===== src/rtl/moore_seq_controller_pkg.sv =====
// moore_seq_controller_pkg: shared state encoding and pattern-match transition helper
package moore_seq_controller_pkg;
  typedef enum logic [3:0] {
    S0, S1, S2, S3, S4, S5, S6, S7, S8, S9, S10, S11, S12, S13, S14, S15
  } state_t;
  localparam state_t S_DET = S8;
  function automatic logic [3:0] kmp_next(input logic [7:0] p, input int k, input logic b);
    logic [8:0] s;
    logic ok;
    int n;
    kmp_next = 4'd0;
    s = '0;
    n = k + 1;
    for (int i = 0; i < 8; i++)
      if (i < k) s[4'(i)] = p[3'(7 - i)];
    s[4'(k)] = b;
    for (int j = 1; j <= 8; j++) begin
      if (j <= n) begin
        ok = 1'b1;
        for (int i = 0; i < 8; i++)
          if (i < j)
            if (s[4'(n - j + i)] != p[3'(7 - i)]) ok = 1'b0;
        if (ok) kmp_next = 4'(j);
      end
    end
  endfunction
endpackage


===== src/rtl/seq_next_state.sv =====
// seq_next_state: elaboration-built match-length transition table for the serial pattern
module seq_next_state
  import moore_seq_controller_pkg::*;
#(
  parameter logic [7:0] PATTERN = 8'b1011_0110
) (
  input  logic [3:0] k,
  input  logic       b,
  output logic [3:0] nxt
);
  logic [3:0] tbl [0:17];
  for (genvar i = 0; i < 9; i++) begin : g_k
    for (genvar j = 0; j < 2; j++) begin : g_b
      assign tbl[2*i+j] = kmp_next(PATTERN, i, 1'(j));
    end
  end
  assign nxt = (k <= 4'd8) ? tbl[{k, b}] : S0;
endmodule


===== src/rtl/moore_seq_controller.sv =====
// moore_seq_controller: handshaked serial pattern detector with post-detect hold and saturating count
module moore_seq_controller
  import moore_seq_controller_pkg::*;
#(
  parameter logic [7:0] PATTERN = 8'b1011_0110,
  parameter int         HOLD    = 2
) (
  input  logic       Clk,
  input  logic       Reset,
  input  logic       Clear,
  input  logic       InValid,
  input  logic       InBit,
  output logic       InReady,
  output logic [3:0] State,
  output logic       Detect,
  output logic [7:0] DetCount
);
  localparam state_t LAST = state_t'(8 + HOLD);
  state_t     st;
  logic [3:0] nxt;
  logic       match;
  logic       accept;
  assign match   = (st < S8) || (st == S_DET && HOLD == 0);
  assign InReady = match && !Reset && !Clear;
  assign accept  = InValid && InReady;
  seq_next_state #(.PATTERN(PATTERN)) u_next (
    .k  (st),
    .b  (InBit),
    .nxt(nxt)
  );
  always_ff @(posedge Clk) begin
    if (Reset || Clear) begin
      st       <= S0;
      DetCount <= '0;
    end else if (match) begin
      if (accept) begin
        st <= state_t'(nxt);
        if (nxt == 4'd8 && DetCount != 8'hff) DetCount <= DetCount + 8'd1;
      end
    end else begin
      st <= (st < LAST) ? state_t'(st + 4'd1) : S0;
    end
  end
  assign State  = st;
  assign Detect = (st == S_DET);
endmodule


===== config.mk =====
export PLATFORM = sky130hd
export DESIGN_NAME = moore_seq_controller
export DESIGN_NICKNAME = d
export VERILOG_FILES = /design/src/rtl/moore_seq_controller_pkg.sv /design/src/rtl/seq_next_state.sv /design/src/rtl/moore_seq_controller.sv
export SDC_FILE = /design/constraint.sdc
export NUM_CORES = 1
export LEC_CHECK = 0
export BUFFER_PORTS_ARGS = -buffer_cell sky130_fd_sc_hd__buf_2
export CORE_MARGIN = 4
export CORE_UTILIZATION = 53
export CTS_CLUSTER_DIAMETER = 200
export DETAILED_ROUTE_END_ITERATION = 16
export PLACE_DENSITY_LB_ADDON = 0.05
export SYNTH_ARGS = -nofsm -noshare
export SYNTH_HDL_FRONTEND = slang
export SYNTH_SLANG_ARGS = --single-unit

===== constraint.sdc =====
create_clock -name Clk -period 4.05 [get_ports Clk]
set_input_delay 0.81 -clock Clk [delete_from_list [all_inputs] [get_ports Clk]]
set_output_delay 0.81 -clock Clk [all_outputs]
set_load 0.03 [all_outputs]

==> results of run 1 <==
==> per-layer routing <==
layer	global-route usage (%)	vias to the layer above
li1	-	331
met1	24.9	287
met2	25.6	25
met3	3.66	4
met4	9.04	0
met5	0	-
==> worst max-delay path, cell delays in order <==
cell    delay [ns]
buf_2         0.12
or2_2         0.38
nor2_1        0.10
buf_2         0.20
==> worst paths after layout <==
kind                                          startpoint                        to  slack, ns  cells past startpoint
worst max-delay path                               Reset                   InReady       1.63                      4
worst min-delay path            DetCount[7]$_SDFFE_PP0P_  DetCount[7]$_SDFFE_PP0P_       0.51                      2
worst max register to register     State[1]$_SDFFE_PP0P_  DetCount[7]$_SDFFE_PP0P_       2.31                      4
worst min register to register  DetCount[7]$_SDFFE_PP0P_  DetCount[7]$_SDFFE_PP0P_       0.51                      2
==> area by class of cell <==
| class | instances | area, µm² |
|---|---|---|
| Clock buffer | 4 | 36.3 |
| Inverter | 3 | 11.3 |
| Fill cell | 97 | 355 |
| Sequential cell | 12 | 240 |
| Multi-Input combinational cell | 57 | 420 |
| Timing Repair Buffer | 18 | 90.1 |
| Tap cell | 14 | 17.5 |
==> cells in the mapped netlist, types with 2 or more instances <==
library cell and n:
xor2_1 2, nand3_1 4, a21oi_1 6, o21ai_0 2, nand2b_1 2, ha_1 3, o31ai_1 4, buf_6 2
dfxtp_1 12, or4_1 2, nand2_1 4, inv_1 3, o211ai_1 4, nor2_1 5
==> sequential cells by signal, indices dropped and copies added, names as in the netlist <==
register,cells
State,4
DetCount,8
==> power breakdown <==
group / internal, W / total [W] / switching, W
Sequential: 0.000119 / 0.000121 / 0.00000223
Combinational: 0.00000774 / 0.0000207 / 0.0000129
Clock: 0.0000547 / 0.0000979 / 0.0000431
Total: 0.000181 / 0.000240 / 0.0000583
==> kinds of logic (layout without fill, tap and decap cells) <==
| family | Yosys count | in the layout |
|---|---|---|
| flip-flops | 12 | 12 |
| AO/OA/AOI/OAI | 25 | 25 |
| multiplexers | 1 | 1 |
| adder cells (fa/ha/maj) | 3 | 3 |
| AND/OR/NAND/NOR | 26 | 26 |
| buffers and inverters | 6 | 25 |
| XOR/XNOR | 2 | 2 |
==> per-stage QoR <==
stage	hold slack (ns)	cells	cell area [µm²]
finish	0.507	108	816
global route	0.540	108	816
CTS	0.503	108	816
detailed placement	0.496	104	779
global placement	0.482	104	779
floorplan	0.615	75	698
==> flow_metrics.env, run 1 <==
export IMPL_dieArea_um2=1960
export IMPL_clkLatencyLatePin_ns=0.28
export IMPL_gp_congestion=0.748
export IMPL_synth_warnings=0
export IMPL_clk_pin_slew_worst_paths_ns=0.08
export IMPL_hold_buffers=0
export IMPL_antenna_found_initial=0
export IMPL_cp_end_kind="output port"
export IMPL_async_flop_share_pct=0
export IMPL_criticalPathCategory="input port to output port"
export IMPL_hold_viol=0
export IMPL_power_w=0.000240
export IMPL_layout_nets=103
export IMPL_num_rows=12
export IMPL_synthTopCellsByArea="dfxtp_1 (34%), ha_1 (5.4%), a21oi_1 (4.3%)"
export IMPL_hold_path_class="flip-flop to flip-flop"
export IMPL_initial_core_util_pct=59.6
export IMPL_ant_nets=0
export IMPL_cp_start_kind="input port"
export IMPL_drtIter0Drc=5
export IMPL_max_cap_violations=0
export IMPL_port_buffers=18
export IMPL_synth_adder_area_share_pct=5.38
export IMPL_leakage_nw=0.341
export IMPL_cts_resized=0
export IMPL_outcome="finished clean"
export IMPL_final_common_cell="buf_2"
export IMPL_yosysSeqAreaShare_pct=34.4
export IMPL_relSlewSlack_pct=74.7
export IMPL_yosys_most_used_dff="dfxtp_1"
export IMPL_post_cts_buffers=0
export IMPL_min_period_over_period_pct=59.7
export IMPL_dr_total_vias=647
export IMPL_syn_avg_cell_area_um2=9.31
export IMPL_wl_met3_um=104
export IMPL_cts_buffer_depth=2
export IMPL_synthCells=75
export IMPL_core_area_um2=1170
export IMPL_worstMarginPinSlew_ns=0.380
export IMPL_most_common_layout_cells="buf_2 (18), dfxtp_1 (12), a21oi_1 (6)"
export IMPL_n_antenna_cell=0
export IMPL_synth_seq_cells=12
export IMPL_setup_viol=0
export IMPL_synth_area_um2=698
export IMPL_detail_route_first_pass_iterations=5
export IMPL_areaGrowthSynthToFinish_pct=16.8
export IMPL_postLayoutCoreUtil_pct=69.7
export IMPL_synth_xor_area_share_pct=2.51
export IMPL_finClkSkew_ns=0.00243
export IMPL_ir_drop_v=0.000195
export IMPL_tns_ns=0
export IMPL_grt_pass1_wl_um=2610
export IMPL_viasPerCell=5.99
export IMPL_synth_distinct_cells=34
export IMPL_synth_top_cell_area_share_pct=34.4
export IMPL_grt_usage_pct=17.8
export IMPL_synth_edf_count=0
export IMPL_cp_max_fo=9
export IMPL_fp_dieH_um=44.3
export IMPL_drive_above_1_share_pct=30.9
export IMPL_root_buffer="clkbuf_4"
export IMPL_wl_per_cell_um=14.3
export IMPL_grt_ovfl_total=0
export IMPL_rsz0062_at_grt="false"
export IMPL_dpl_hpwl_um=1140
export IMPL_htreeDepth=1
export IMPL_met2WireLength_um=677
export IMPL_syn_nets=83
export IMPL_cts_sinks=12
export IMPL_maxSlewViolCount=0
export IMPL_drt_met1_wl_um=738
export IMPL_dpl_worst_slack_ns=1.62
export IMPL_synth_largest_area_cell="dfxtp_1"
export IMPL_yosys_area_share_simple_pct=22.9
export IMPL_cts_tree="built"
export IMPL_synth_compound_area_share_pct=28.0
export IMPL_top_layer_used="met4"
export IMPL_power_density_nw_per_um2=294
export IMPL_finalCriticalPeriod_ns=2.42
export IMPL_synth_mux_area_share_pct=1.43
export IMPL_die_x_um=44.3
export IMPL_io_pins=19
export IMPL_grt_max_degree=12
export IMPL_grt_pass1_vias=570
export IMPL_cts_buffers=3
export IMPL_routed_wl_um=1540
export IMPL_crit_arrival_ns=1.61
export IMPL_fin_ws_ns=1.63
export IMPL_synth_top_family_by_area="compound AO/OA/AOI/OAI gates"
export IMPL_drc=0
export IMPL_critPathRequiredTime_ns=3.24
export IMPL_max_freq_ghz=0.414
No activity file was read; power rests on OpenSTA's default activity.
==> run 2, diff against run 1 <==
--- a/config.mk
+++ b/config.mk
@@ -5,9 +5,10 @@
 export SDC_FILE = /design/constraint.sdc
 export NUM_CORES = 1
 export LEC_CHECK = 0
+export ABC_AREA = 1
 export BUFFER_PORTS_ARGS = -buffer_cell sky130_fd_sc_hd__buf_2
 export CORE_MARGIN = 4
-export CORE_UTILIZATION = 53
+export CORE_UTILIZATION = 50
 export CTS_CLUSTER_DIAMETER = 200
 export DETAILED_ROUTE_END_ITERATION = 16
 export PLACE_DENSITY_LB_ADDON = 0.05
==> constraint.sdc (replaced) <==
create_clock -name Clk -period 2.45 [get_ports Clk]
set_input_delay 0.49 -clock Clk [delete_from_list [all_inputs] [get_ports Clk]]
set_output_delay 0.49 -clock Clk [all_outputs]
set_load 0.03 [all_outputs]
==> run 2 against run 1 <==
Sequential share of layout area is 2.9 points lower. Combinational power increased by 19%. Clock power rose by 62%. Critical path depth up 1. Via count grew 21%.
==> flow_metrics.env, run 2 <==
export IMPL_outcome="finished clean"
export IMPL_yosysSeqAreaShare_pct=31.5
export IMPL_cts_resized=0
export IMPL_pwr_share_seq_pct=51.8
export IMPL_whs_ns=0.507
export IMPL_cts_buffer_depth=2
export IMPL_top_register="DetCount"
export IMPL_place_area_um2=867
export IMPL_setup_worst_path_start="State[1]$_SDFFE_PP0P_"
export IMPL_setup_viol=0
export IMPL_drc=0
export IMPL_largest_register_ffs=8
export IMPL_ant_nets=0
export IMPL_ff2ff_path_depth=7
export IMPL_syn_nets=125
export IMPL_routed_wl_um=1590
export IMPL_num_rows=13
export IMPL_initial_core_util_pct=55.9
export IMPL_hold_viol=0
export IMPL_reg2reg_slack_ns=0.99
export IMPL_cp_max_fo=9
export IMPL_grt_ovfl_total=0
export IMPL_areaGrowthSynthToFinish_pct=18.4
export IMPL_crit_arrival_ns=1.34
export IMPL_synth_largest_area_cell="dfxtp_1"
export IMPL_synth_seq_cells=12
export IMPL_rr_endpoint="DetCount[0]$_SDFFE_PP0P_"
export IMPL_detail_route_first_pass_iterations=4
export IMPL_drtIter0Drc=11
export IMPL_layout_nets=147
export IMPL_hold_buffers=0
export IMPL_postLayoutCellArea_um2=903
export IMPL_postLayoutCoreUtil_pct=66.1
export IMPL_final_common_cell="nand2_1"
export IMPL_synth_area_um2=763
export IMPL_ir_drop_v=0.000289
export IMPL_max_cap_violations=0
export IMPL_synth_edf_count=0
export IMPL_criticalPathCategory="flip-flop to output port"
export IMPL_grt_max_degree=10
export IMPL_synthTopCellsByArea="dfxtp_1 (31%), nand2_1 (17%), a21oi_1 (10%)"
export IMPL_timing_rr_start="DetCount[0]$_SDFFE_PP0P_"
export IMPL_intPower_w=0.000294
export IMPL_wl_per_cell_um=10.4
export IMPL_htreeDepth=1
export IMPL_endpoint="Detect"
export IMPL_cts_tree="built"
export IMPL_power_density_nw_per_um2=421
export IMPL_fp_dieH_um=47.1
export IMPL_dieArea_um2=2220
export IMPL_grt_pass1_wl_um=2630
export IMPL_antenna_found_initial=0
export IMPL_cts_buffers=3
export IMPL_clk_pin_slew_worst_paths_ns=0.07
export IMPL_post_cts_buffers=0
export IMPL_p_sw_w=0.0000865
export IMPL_syn_avg_cell_area_um2=6.52
export IMPL_yosys_most_used_dff="dfxtp_1"
export IMPL_clockPowerShare_pct=41.7
export IMPL_cts_sinks=12
export IMPL_clkLatencyLatePin_ns=0.27
export IMPL_hold_path_class="flip-flop to flip-flop"
export IMPL_min_period_over_period_pct=74.5
export IMPL_leakage_nw=0.421
export IMPL_synthTopCellsByCount="nand2_1 (35), a21oi_1 (16), inv_1 (15)"
export IMPL_most_common_layout_cells="nand2_1 (35), buf_2 (18), a21oi_1 (16)"
export IMPL_cp_start_kind="flip-flop"
export IMPL_maxSlewViolCount=0
export IMPL_place_inst=149
export IMPL_worstMarginPinSlew_ns=0.393
export IMPL_rsz0062_at_grt="false"
export IMPL_synth_top_cell_area_share_pct=31.5
export IMPL_grt_pass1_vias=627
export IMPL_tns_ns=0
export IMPL_drive_above_1_share_pct=23.2
export IMPL_port_buffers=18
export IMPL_dr_total_vias=786
export IMPL_relSlewSlack_pct=73.8
export IMPL_synth_distinct_cells=19
export IMPL_synth_warnings=0
export IMPL_n_antenna_cell=0
export IMPL_grt_usage_pct=16.4
export IMPL_viasPerCell=5.14
export IMPL_fin_cells=153
export IMPL_finalCriticalPeriod_ns=1.83
export IMPL_synthCells=117
export IMPL_synth_most_common_cell="nand2_1"
export IMPL_root_buffer="clkbuf_4"
export IMPL_combinationalPowerShare_pct=6.5
export IMPL_io_pins=19
export IMPL_critPathRequiredTime_ns=1.96
export IMPL_finClkSkew_ns=0.00395
export IMPL_core_area_um2=1370
export IMPL_gp_congestion=0.819
export IMPL_cp_end_kind="output port"
export IMPL_sw_frac_of_total_pct=22.7
export IMPL_dpl_hpwl_um=1230
export IMPL_max_freq_ghz=0.548
export IMPL_die_x_um=47.1
export IMPL_async_flop_share_pct=0
## run 2: cell count changes after synthesis, sizes merged, moves of 4 or more
cell | before | now
nor2 | 6 | 11
o211ai | 4 | 0
nand2 | 4 | 37
a21oi | 6 | 16
inv | 3 | 17
o31ai | 4 | 0
o21ai | 2 | 6
## run 2: worst min-delay path by stage
stage,startpoint,endpoint,slack [ns],cells past startpoint
6_report,DetCount[1]$_SDFFE_PP0P_,DetCount[1]$_SDFFE_PP0P_,0.51,2
5_1_grt,Clear,State[1]$_SDFFE_PP0P_,0.53,4
4_1_cts,Clear,State[2]$_SDFFE_PP0P_,0.51,4
3_5_place_dp,DetCount[1]$_SDFFE_PP0P_,DetCount[1]$_SDFFE_PP0P_,0.50,2
3_3_place_gp,DetCount[1]$_SDFFE_PP0P_,DetCount[1]$_SDFFE_PP0P_,0.48,2
2_1_floorplan,DetCount[3]$_SDFFE_PP0P_,DetCount[3]$_SDFFE_PP0P_,0.62,2
## run 2: final cells by class
class	instances	area (µm²)
Clock buffer	4	36.3
Fill cell	137	463
Inverter	18	67.6
Multi-Input combinational cell	86	450
Sequential cell	12	240
Tap cell	15	18.8
Timing Repair Buffer	18	90.1
## run 2: per-layer routing
metal  share of wire [%]  GRT usage, %  up-vias
met5                   0             0        -
met4                   0          3.31        0
met2                  42          24.7       18
li1                    -             -      409
met1                  51          22.7      359
met3                 6.8          5.75        0
## run 2: kinds of logic (layout without fill, tap and decap cells)
logic type | count (synthesis) | in the layout | share of synthesized area [%]
buffers and inverters | 19 | 40 | 9.51
adder cells (fa/ha/maj) | 3 | 3 | 4.92
AND/OR/NAND/NOR | 58 | 58 | 36.2
flip-flops | 12 | 12 | 31.5
XOR/XNOR | 3 | 3 | 3.44
AO/OA/AOI/OAI | 22 | 22 | 14.4
## run 2: worst max-delay path, stage by stage, from the launching register on
cell and delay [ns]:
dfxtp_1 0.48, inv_1 0.12, ha_1 0.19, nand3_1 0.07
inv_1 0.04, buf_2 0.16
## run 2: power by group through the flow
stage               Sequential, W  Combinational [W]  Clock [W]
finish                   0.000197          0.0000247   0.000159
global placement         0.000202          0.0000241          0
detailed placement       0.000202          0.0000248          0
CTS                      0.000197          0.0000248   0.000163
floorplan                0.000203          0.0000146          0
global route             0.000197          0.0000271   0.000174
## run 2: through the flow
| step | total power [W] | setup WS (ns) |
|---|---|---|
| after floorplan | 0.000218 | 0.844 |
| after global placement | 0.000226 | 0.896 |
| after detailed placement | 0.000226 | 0.870 |
| after CTS | 0.000385 | 0.625 |
| after global routing | 0.000398 | 0.509 |
| final | 0.000380 | 0.624 |
==> run 3, diff against run 2 <==
--- a/config.mk
+++ b/config.mk
@@ -5,10 +5,10 @@
 export SDC_FILE = /design/constraint.sdc
 export NUM_CORES = 1
 export LEC_CHECK = 0
-export ABC_AREA = 1
+export ABC_AREA = 0
 export BUFFER_PORTS_ARGS = -buffer_cell sky130_fd_sc_hd__buf_2
 export CORE_MARGIN = 4
-export CORE_UTILIZATION = 50
+export CORE_UTILIZATION = 49
 export CTS_CLUSTER_DIAMETER = 200
 export DETAILED_ROUTE_END_ITERATION = 16
 export PLACE_DENSITY_LB_ADDON = 0.05
==> constraint.sdc (replaced) <==
create_clock -name Clk -period 1.8 [get_ports Clk]
set_input_delay 0.36 -clock Clk [delete_from_list [all_inputs] [get_ports Clk]]
set_output_delay 0.36 -clock Clk [all_outputs]
set_load 0.03 [all_outputs]
==> run 3 against run 2 <==
Sequential cell count unchanged. Via count down 18%. Sequential share of layout area up 1.8 points. Largest cell class unchanged. Largest power group unchanged. Critical endpoint unchanged.
==> flow_metrics.env, run 3 (synthesis gave the netlist of run 1 again) <==
export IMPL_rsz0062_at_grt="false"
export IMPL_viasPerCell=5.71
export IMPL_relSlewSlack_pct=73.2
export IMPL_dr_total_vias=645
export IMPL_crit_arrival_ns=1.34
export IMPL_die_x_um=45.7
export IMPL_grt_max_degree=11
export IMPL_cts_buffers=3
export IMPL_hold_depth=3
export IMPL_finClkSkew_ns=0.00395
export IMPL_tns_ns=0
export IMPL_hold_buffers=0
export IMPL_ff2ff_path_depth=5
export IMPL_dpl_hpwl_um=1150
export IMPL_root_buffer="clkbuf_4"
export IMPL_dieArea_um2=2090
export IMPL_port_buffers=18
export IMPL_wl_per_cell_um=13.5
export IMPL_grt_ovfl_total=0
export IMPL_num_rows=13
export IMPL_cts_resized=0
export IMPL_min_to="State[2]$_SDFFE_PP0P_"
export IMPL_core_area_um2=1320
export IMPL_most_common_layout_cells="buf_2 (18), dfxtp_1 (12), a21oi_1 (6)"
export IMPL_clkLatencyLatePin_ns=0.27
export IMPL_hold_path_class="input port to flip-flop"
export IMPL_min_period_over_period_pct=94.3
export IMPL_post_cts_buffers=0
export IMPL_grt_pass1_vias=564
export IMPL_clk_pin_slew_worst_paths_ns=0.07
export IMPL_timing_rr_start="DetCount[0]$_SDFFE_PP0P_"
export IMPL_cp_max_fo=6
export IMPL_final_common_cell="buf_2"
export IMPL_top_register="DetCount"
export IMPL_ir_drop_v=0.000596
export IMPL_io_pins=19
export IMPL_antenna_found_initial=0
export IMPL_outcome="finished clean"
export IMPL_postLayoutCellArea_um2=847
export IMPL_layout_nets=107
export IMPL_gp_congestion=0.804
export IMPL_critPathRequiredTime_ns=1.44
export IMPL_dpl_worst_slack_ns=0.0941
export IMPL_detail_route_first_pass_iterations=4
export IMPL_criticalPathCategory="flip-flop to output port"
export IMPL_reg2reg_slack_ns=0.18
export IMPL_areaGrowthSynthToFinish_pct=21.3
export IMPL_power_density_nw_per_um2=630
export IMPL_drc=0
export IMPL_hold_viol=0
export IMPL_cp_start_kind="flip-flop"
export IMPL_n_antenna_cell=0
export IMPL_max_cap_violations=0
export IMPL_setup_viol=0
export IMPL_grt_usage_pct=17.5
export IMPL_postLayoutCoreUtil_pct=64.3
export IMPL_rr_endpoint="DetCount[7]$_SDFFE_PP0P_"
export IMPL_fin_ws_ns=0.102
export IMPL_leakage_nw=0.362
export IMPL_largest_register_ffs=8
export IMPL_power_w=0.000534
export IMPL_cp_end_kind="output port"
export IMPL_worstMarginPinSlew_ns=0.402
export IMPL_htreeDepth=1
export IMPL_hold_start="Clear"
export IMPL_cts_sinks=12
export IMPL_cts_buffer_depth=2
export IMPL_drive_above_1_share_pct=33.7
export IMPL_finalCriticalPeriod_ns=1.70
export IMPL_fp_dieH_um=45.7
export IMPL_initial_core_util_pct=53.0
export IMPL_cts_tree="built"
export IMPL_ant_nets=0
export IMPL_maxSlewViolCount=0
export IMPL_max_freq_ghz=0.589
export IMPL_routed_wl_um=1520
export IMPL_grt_pass1_wl_um=2550
export IMPL_drtIter0Drc=9
export IMPL_place_area_um2=811
## run 3: layout make-up
class,instances,area (µm²)
Clock buffer,4,36.3
Fill cell,102,470
Inverter,3,11.3
Multi-Input combinational cell,57,420
Sequential cell,12,240
Tap cell,15,18.8
Timing Repair Buffer,22,120
## run 3: worst max path at each step
stage,start,end,slack [ns],cells past startpoint
CTS,State[0]$_SDFFE_PP0P_,Detect,0.09,5
global route,State[1]$_SDFFE_PP0P_,Detect,0.03,5
finish,State[0]$_SDFFE_PP0P_,Detect,0.10,5
global placement,InValid,DetCount[5]$_SDFFE_PP0P_,0.16,5
floorplan,State[1]$_SDFFE_PP0P_,DetCount[7]$_SDFFE_PP0P_,0.08,5
detailed placement,InValid,DetCount[7]$_SDFFE_PP0P_,0.09,5
## run 3: power by group
part	leakage (nW)	internal, W	switching, W	total (W)
logic	0.244	0.0000212	0.0000334	0.0000545
clock network	0.0210	0.000123	0.0000875	0.000210
registers	0.0969	0.000268	0.00000114	0.000269
total	0.362	0.000412	0.000122	0.000534
## run 3: layer usage
| metal | track usage, % | wire [µm] |
|---|---|---|
| met5 | 0 | 0 |
| met4 | 7.95 | 23 |
| met3 | 5.93 | 79 |
| met2 | 22.3 | 624 |
| met1 | 26.0 | 794 |
## run 3: through the flow
step / std cells / hold WS, ns
finish: 113 / 0.407
global route: 113 / 0.428
global placement: 109 / 0.480
floorplan: 75 / 0.545
CTS: 113 / 0.400
detailed placement: 109 / 0.481
## run 3: critical path, cell delays in order, from the launching register on
cell	delay, ns
dfxtp_1	0.33
buf_4	0.14
inv_1	0.06
ha_1	0.18
and3b_2	0.18
buf_2	0.17
